### src/rtl/fetch_pc_ctrl_pkg.sv
`default_nettype none
// ============================================================================
// Module   : fetch_pc_ctrl_pkg
// Brief    : State encodings and bus constants shared by the fetch sequencer.
// Revision : 1.0
// ============================================================================
package fetch_pc_ctrl_pkg;

    localparam int          C_PC_W     = 64;
    localparam int          C_INST_W   = 32;
    localparam logic [63:0] C_RESET_PC = 64'h0000_0000_8000_0000;

    typedef enum logic [2:0] {
        FC_BOOT  = 3'd0,
        FC_REQ   = 3'd1,
        FC_FLUSH = 3'd2,
        FC_PRED  = 3'd3,
        FC_HOLD  = 3'd4
    } fc_state_t;

endpackage : fetch_pc_ctrl_pkg
`default_nettype wire

### src/rtl/fetch_pc_ctrl_out_buf.sv
`default_nettype none
// ============================================================================
// Module   : fetch_out_buf
// Brief    : Single-entry valid/ready slice holding the predicted instruction
//            for decode; flush drops the entry.
// Revision : 1.0
// ============================================================================
module fetch_out_buf #(
    parameter int PC_W   = 64,
    parameter int INST_W = 32
) (
    input  logic              clk,
    input  logic              rst,
    input  logic              flush,
    input  logic              load,
    input  logic [PC_W-1:0]   ld_pc,
    input  logic [INST_W-1:0] ld_inst,
    input  logic [PC_W-1:0]   ld_pred_pc,
    input  logic              ready,
    output logic              valid,
    output logic [PC_W-1:0]   pc,
    output logic [INST_W-1:0] inst,
    output logic [PC_W-1:0]   pred_pc
);

    logic              r_valid;
    logic [PC_W-1:0]   r_pc;
    logic [INST_W-1:0] r_inst;
    logic [PC_W-1:0]   r_pred_pc;

    always_ff @(posedge clk) begin
        if (rst) begin
            r_valid   <= 1'b0;
            r_pc      <= '0;
            r_inst    <= '0;
            r_pred_pc <= '0;
        end else if (flush) begin
            r_valid <= 1'b0;
        end else if (load) begin
            r_valid   <= 1'b1;
            r_pc      <= ld_pc;
            r_inst    <= ld_inst;
            r_pred_pc <= ld_pred_pc;
        end else if (r_valid && ready) begin
            r_valid <= 1'b0;
        end
    end

    assign valid   = r_valid;
    assign pc      = r_pc;
    assign inst    = r_inst;
    assign pred_pc = r_pred_pc;

endmodule : fetch_out_buf
`default_nettype wire

### src/rtl/fetch_pc_ctrl.sv
`default_nettype none
// ============================================================================
// Module   : fetch_pc_ctrl
// Brief    : IF-stage sequencer: owns the fetch PC, runs the req/ack fetch,
//            steers through the static predictor and hands off to decode.
// Revision : 1.0
// ============================================================================
module fetch_pc_ctrl
    import fetch_pc_ctrl_pkg::*;
#(
    parameter int              PC_W     = C_PC_W,
    parameter int              INST_W   = C_INST_W,
    parameter logic [PC_W-1:0] RESET_PC = PC_W'(C_RESET_PC)
) (
    input  logic              clk,
    input  logic              rst,
    output logic              fetch_req,
    output logic [PC_W-1:0]   fetch_addr,
    input  logic              fetch_ack,
    input  logic [INST_W-1:0] fetch_inst,
    output logic [PC_W-1:0]   pred_pc_i,
    output logic [INST_W-1:0] pred_inst,
    input  logic [PC_W-1:0]   pred_pc_o,
    input  logic              pred_x1_ena,
    input  logic              x1_busy,
    input  logic              trap_vld,
    input  logic [PC_W-1:0]   trap_pc,
    input  logic              ex_redir_vld,
    input  logic [PC_W-1:0]   ex_redir_pc,
    output logic              id_valid,
    input  logic              id_ready,
    output logic [PC_W-1:0]   id_pc,
    output logic [INST_W-1:0] id_inst,
    output logic [PC_W-1:0]   id_pred_pc
);

    localparam logic [PC_W-1:0] C_ALIGN_MASK = ~PC_W'(3);

    fc_state_t         r_state;
    logic [PC_W-1:0]   r_pc_q;
    logic [PC_W-1:0]   r_fetch_addr;
    logic              r_fetch_req;
    logic [PC_W-1:0]   r_cur_pc;
    logic [INST_W-1:0] r_cur_inst;

    logic              w_redir;
    logic [PC_W-1:0]   w_redir_raw;
    logic [PC_W-1:0]   w_redir_pc;
    logic              w_x1_stall;
    logic              w_in_pred;
    logic              w_buf_free;
    logic              w_load;
    logic              w_flush;

    // Trap outranks the execute-stage correction; targets are word aligned.
    assign w_redir     = trap_vld | ex_redir_vld;
    assign w_redir_raw = trap_vld ? trap_pc : ex_redir_pc;
    assign w_redir_pc  = w_redir_raw & C_ALIGN_MASK;

    assign w_x1_stall = pred_x1_ena & x1_busy;
    assign w_in_pred  = (r_state == FC_PRED) || (r_state == FC_HOLD);
    assign w_buf_free = ~id_valid | id_ready;
    assign w_load     = w_in_pred & ~w_redir & ~w_x1_stall & w_buf_free;
    assign w_flush    = w_redir & (r_state != FC_BOOT);

    always_ff @(posedge clk) begin
        if (rst) begin
            r_state      <= FC_BOOT;
            r_pc_q       <= RESET_PC;
            r_fetch_req  <= 1'b0;
            r_fetch_addr <= RESET_PC;
            r_cur_pc     <= '0;
            r_cur_inst   <= '0;
        end else begin
            unique case (r_state)
                FC_BOOT: begin
                    r_state      <= FC_REQ;
                    r_fetch_req  <= 1'b1;
                    r_fetch_addr <= r_pc_q;
                end
                FC_REQ: begin
                    if (w_redir) begin
                        r_pc_q <= w_redir_pc;
                        // An ack coinciding with the redirect is discarded
                        // and the new fetch starts immediately.
                        if (fetch_ack) begin
                            r_fetch_addr <= w_redir_pc;
                        end else begin
                            r_state <= FC_FLUSH;
                        end
                    end else if (fetch_ack) begin
                        r_cur_inst  <= fetch_inst;
                        r_cur_pc    <= r_pc_q;
                        r_fetch_req <= 1'b0;
                        r_state     <= FC_PRED;
                    end
                end
                FC_FLUSH: begin
                    if (w_redir) begin
                        r_pc_q <= w_redir_pc;
                    end
                    if (fetch_ack) begin
                        r_state      <= FC_REQ;
                        r_fetch_addr <= w_redir ? w_redir_pc : r_pc_q;
                    end
                end
                FC_PRED, FC_HOLD: begin
                    if (w_redir) begin
                        r_pc_q       <= w_redir_pc;
                        r_fetch_addr <= w_redir_pc;
                        r_fetch_req  <= 1'b1;
                        r_cur_inst   <= '0;
                        r_state      <= FC_REQ;
                    end else if (w_load) begin
                        r_pc_q       <= pred_pc_o;
                        r_fetch_addr <= pred_pc_o;
                        r_fetch_req  <= 1'b1;
                        r_state      <= FC_REQ;
                    end else if (!w_x1_stall) begin
                        r_state <= FC_HOLD;
                    end
                end
                default: begin
                    r_state     <= FC_BOOT;
                    r_fetch_req <= 1'b0;
                end
            endcase
        end
    end

    assign fetch_req  = r_fetch_req;
    assign fetch_addr = r_fetch_addr;
    assign pred_pc_i  = r_cur_pc;
    assign pred_inst  = r_cur_inst;

    fetch_out_buf #(
        .PC_W   (PC_W),
        .INST_W (INST_W)
    ) u_out_buf (
        .clk        (clk),
        .rst        (rst),
        .flush      (w_flush),
        .load       (w_load),
        .ld_pc      (r_cur_pc),
        .ld_inst    (r_cur_inst),
        .ld_pred_pc (pred_pc_o),
        .ready      (id_ready),
        .valid      (id_valid),
        .pc         (id_pc),
        .inst       (id_inst),
        .pred_pc    (id_pred_pc)
    );

endmodule : fetch_pc_ctrl
`default_nettype wire
### config.mk
export PLATFORM = sky130hd
export DESIGN_NAME = fetch_pc_ctrl
export DESIGN_NICKNAME = d
export VERILOG_FILES = /design/src/rtl/fetch_pc_ctrl_pkg.sv /design/src/rtl/fetch_pc_ctrl_out_buf.sv /design/src/rtl/fetch_pc_ctrl.sv
export SDC_FILE = /design/constraint.sdc
export NUM_CORES = 1
export LEC_CHECK = 0
export ABC_CLOCK_PERIOD_IN_PS = 6200
export BUFFER_PORTS_ARGS = -buffer_cell sky130_fd_sc_hd__buf_2
export CORE_AREA = 2 2 213 215
export CTS_CLUSTER_SIZE = 24
export DETAILED_ROUTE_END_ITERATION = 8
export DIE_AREA = 0 0 215 217
export GPL_ROUTABILITY_DRIVEN = 0
export PLACE_DENSITY = 0.65
export SLEW_MARGIN = 30
export SYNTH_ARGS = -nofsm -noshare
export SYNTH_HDL_FRONTEND = slang
export SYNTH_SLANG_ARGS = --single-unit
### constraint.sdc
create_clock -name clk -period 6.2 [get_ports clk]
set_clock_uncertainty 0.05 [all_clocks]
set_input_delay 0.62 -clock clk [delete_from_list [all_inputs] [get_ports clk]]
set_output_delay 0.62 -clock clk [all_outputs]
set_load 0.02 [all_outputs]
==> results.sh <==
export IMPL_status="complete, no violations"
export IMPL_grt_use_total=0.293
export IMPL_ant_nets=0
export IMPL_max_cap_viol_count=0
export IMPL_antenna_found_initial=17
export IMPL_coreArea_um2=44700
export IMPL_grt_max_degree=162
export IMPL_nNetsFinal=3227
export IMPL_grt_pass1_vias=19300
export IMPL_critPathCaptureType="flop"
export IMPL_overflow=0
export IMPL_yosysTopAreaCell="dfxtp_1"
export IMPL_synth_edf_count=0
export IMPL_start_util=0.417
export IMPL_cts_resized=0
export IMPL_crit_fanout=160
export IMPL_fp_dieH_um=217
export IMPL_setup_violations=0
export IMPL_cts_inserted_buffers=44
export IMPL_avgSynthCellArea_um2=7.19
export IMPL_startpoint_type="flop"
export IMPL_r2r_slack_ns=1.79
export IMPL_max_freq_mhz=227
export IMPL_fin_ws_ns=1.79
export IMPL_ys_seq_elements=389
export IMPL_hold_viol=0
export IMPL_cts_hold_buf=0
export IMPL_grt_first_pass_wirelength_mm=109
export IMPL_clockBufferDepth=3
export IMPL_synth_seq_area_share=0.417
export IMPL_crit_arrival_ns=4.80
export IMPL_r2r_cells=8
export IMPL_first_pass_iters=5
export IMPL_p_leak_nw=9.76
export IMPL_synthTopCellsByCount="nand2_1, a21oi_1, dfxtp_1"
export IMPL_synthTopCellsByArea="dfxtp_1, nand2_1, a21oi_1, nand2b_1, nor2_1"
export IMPL_io_buffers=549
export IMPL_dieArea_um2=46700
export IMPL_num_rows=78
export IMPL_synth_area_um2=18700
export IMPL_nFillCells=4470
export IMPL_critPathRequiredTime_ns=6.58
export IMPL_synth_flop_cell="dfxtp_1"
export IMPL_gr_usage_met1=0.369
export IMPL_dp_cells=3546
export IMPL_cp_endpoint="u_out_buf.pc[24]"
export IMPL_rsz0062_at_grt="false"
export IMPL_crit_start="r_state[2]"
export IMPL_cts_tree="done"
export IMPL_clk_pin_slew_ns=0.06
export IMPL_dieWidth_um=215
export IMPL_fin_cells=3636
export IMPL_max_slew_margin=0.323
export IMPL_cts_max_level=2
export IMPL_top_usage_layer="met2"
export IMPL_slew_viol_final=0
export IMPL_worst_pin_slew_ns=1.01
export IMPL_ir_worst_vdd_mv=0.175
export IMPL_timing_rr_start="r_state[2]"
export IMPL_routedWlPerCell_um=19.9
export IMPL_ioPinCount=554
export IMPL_wirelength_mm=72.2
export IMPL_power_density_nw_per_um2=282
export IMPL_finalInstanceArea_um2=23100
export IMPL_drt_iter0_drc=1961
export IMPL_synth_cell_types=51
export IMPL_postPlaceCellArea_um2=21600
export IMPL_synthCells=2596
export IMPL_grt_util_met3=0.0667
export IMPL_drive_gt1_frac=0.226
export IMPL_drc=0
export IMPL_clkLatencyLatePin_ns=0.57
export IMPL_post_dp_hpwl_mm=45.9
export IMPL_syn2layout_area_growth_pct=24.1
export IMPL_cts_setup_buffers=0
export IMPL_hold_class="primary input to flop"
export IMPL_synth_top_area_frac=0.417
export IMPL_min_period_over_period=0.711
export IMPL_tns_ns=0
export IMPL_reg2reg_to="u_out_buf.pc[24]"
export IMPL_path_class="flop to flop"
export IMPL_syn_num_nets=2828
export IMPL_dp_worst_setup_slack_ns=1.67
export IMPL_clock_sinks=389
export IMPL_period_minus_slack_ns=4.41
export IMPL_synthArstFlopShare=0
export IMPL_yosysWarnings=0
export IMPL_yosysMostFrequentCell="nand2_1"
export IMPL_grt_use_met2=0.481
export IMPL_via_count=20600
export IMPL_clock_root_buffer="clkbuf_16"
export IMPL_via_per_inst=5.67
==> worst min-delay path by stage <==
stage	to	depth (start not counted)	slack [ns]	startpoint
global route	pred_inst[16]	3	0.24	fetch_inst[16]
global placement	fetch_addr[12]	2	0.39	fetch_addr[12]
floorplan	pred_pc_i[48]	2	0.41	r_pc_q[48]
CTS	pred_inst[5]	3	0.22	fetch_inst[5]
detailed placement	fetch_addr[12]	2	0.39	fetch_addr[12]
finish	u_out_buf.pred_pc[14]	3	0.25	pred_pc_o[14]
==> placed cells by master, fill, tap and decap left out, types with 10 or more instances in the layout <==
master,synthesis,layout
nand2_1,661,660
buf_2,36,546
a21oi_1,430,428
dfxtp_1,389,386
nor2_1,169,168
nand2b_1,108,108
nor3_1,102,102
o21ai_0,77,77
o211ai_1,62,62
inv_1,57,57
nand3_1,56,55
a211oi_1,50,50
clkbuf_16,0,45
a21boi_0,43,43
a22oi_1,33,33
buf_4,15,23
a32oi_1,15,15
mux2i_1,14,14
mux2_2,13,13
a32o_1,13,13
o2111ai_1,13,13
clkbuf_8,0,12
a2111oi_0,11,11
diode_2,0,10
==> flip-flops by register name, summed over array words and instances (netlist names) <==
name and flops:
fetch_addr 64, pred_pc_i 64, r_pc_q 64, u_out_buf.pc 64, u_out_buf.pred_pc 64, pred_inst 32
u_out_buf.inst 32, r_state 3, fetch_req 1, u_out_buf.valid 1
==> per-stage QoR <==
step	total power (W)	utilization	hold slack (ns)
2_1_floorplan	0.00347	-	0.409
3_3_place_gp	0.00385	0.483	0.389
3_5_place_dp	0.00388	0.483	0.392
4_1_cts	0.00654	0.515	0.224
5_1_grt	0.00678	0.518	0.241
6_report	0.00652	0.518	0.246
==> metal layers <==
layer / vias to the layer above / wire, µm
li1: 9679 / -
met1: 9705 / 29000
met2: 1015 / 33800
met3: 190 / 6660
met4: 16 / 2640
met5: - / 104
==> cell families after synthesis <==
kind of cell | synth area share
xor gates and xnor gates | 0.000939
DFF | 0.417
AOI/OAI and AO/OA | 0.249
buffers and inverters | 0.0626
muxes | 0.0154
and+or+nand+nor | 0.255
==> power by group <==
part | leakage, nW | switching, W | internal (W)
Combinational | 5.86 | 0.000742 | 0.000379
Sequential | 3.16 | 0.000107 | 0.00263
Clock | 0.732 | 0.00107 | 0.00159
Total | 9.76 | 0.00192 | 0.00460
==> worst max-delay path, cell delays in order, from the launching register on <==
cell and delay [ns]:
dfxtp_4 0.65, clkinv_1 0.77, xnor2_2 0.46, buf_4 0.64, a21o_4 0.82, nor3_4 0.05
buf_12 0.26, nand2_1 0.23, a21oi_1 0.08
==> layout make-up <==
type                       count  area (µm²)  share of cell area
antenna                       10        25.0             0.00108
sequential                   389        7790               0.337
inverter                      58         218             0.00941
timing repair buffer         579        3080               0.133
clock inverter                13         151             0.00654
clock buffer                  64        1320              0.0569
multi-input combinational   1923        9810               0.424
tap                          600         751              0.0324
Power figures use the tool's default switching activity.
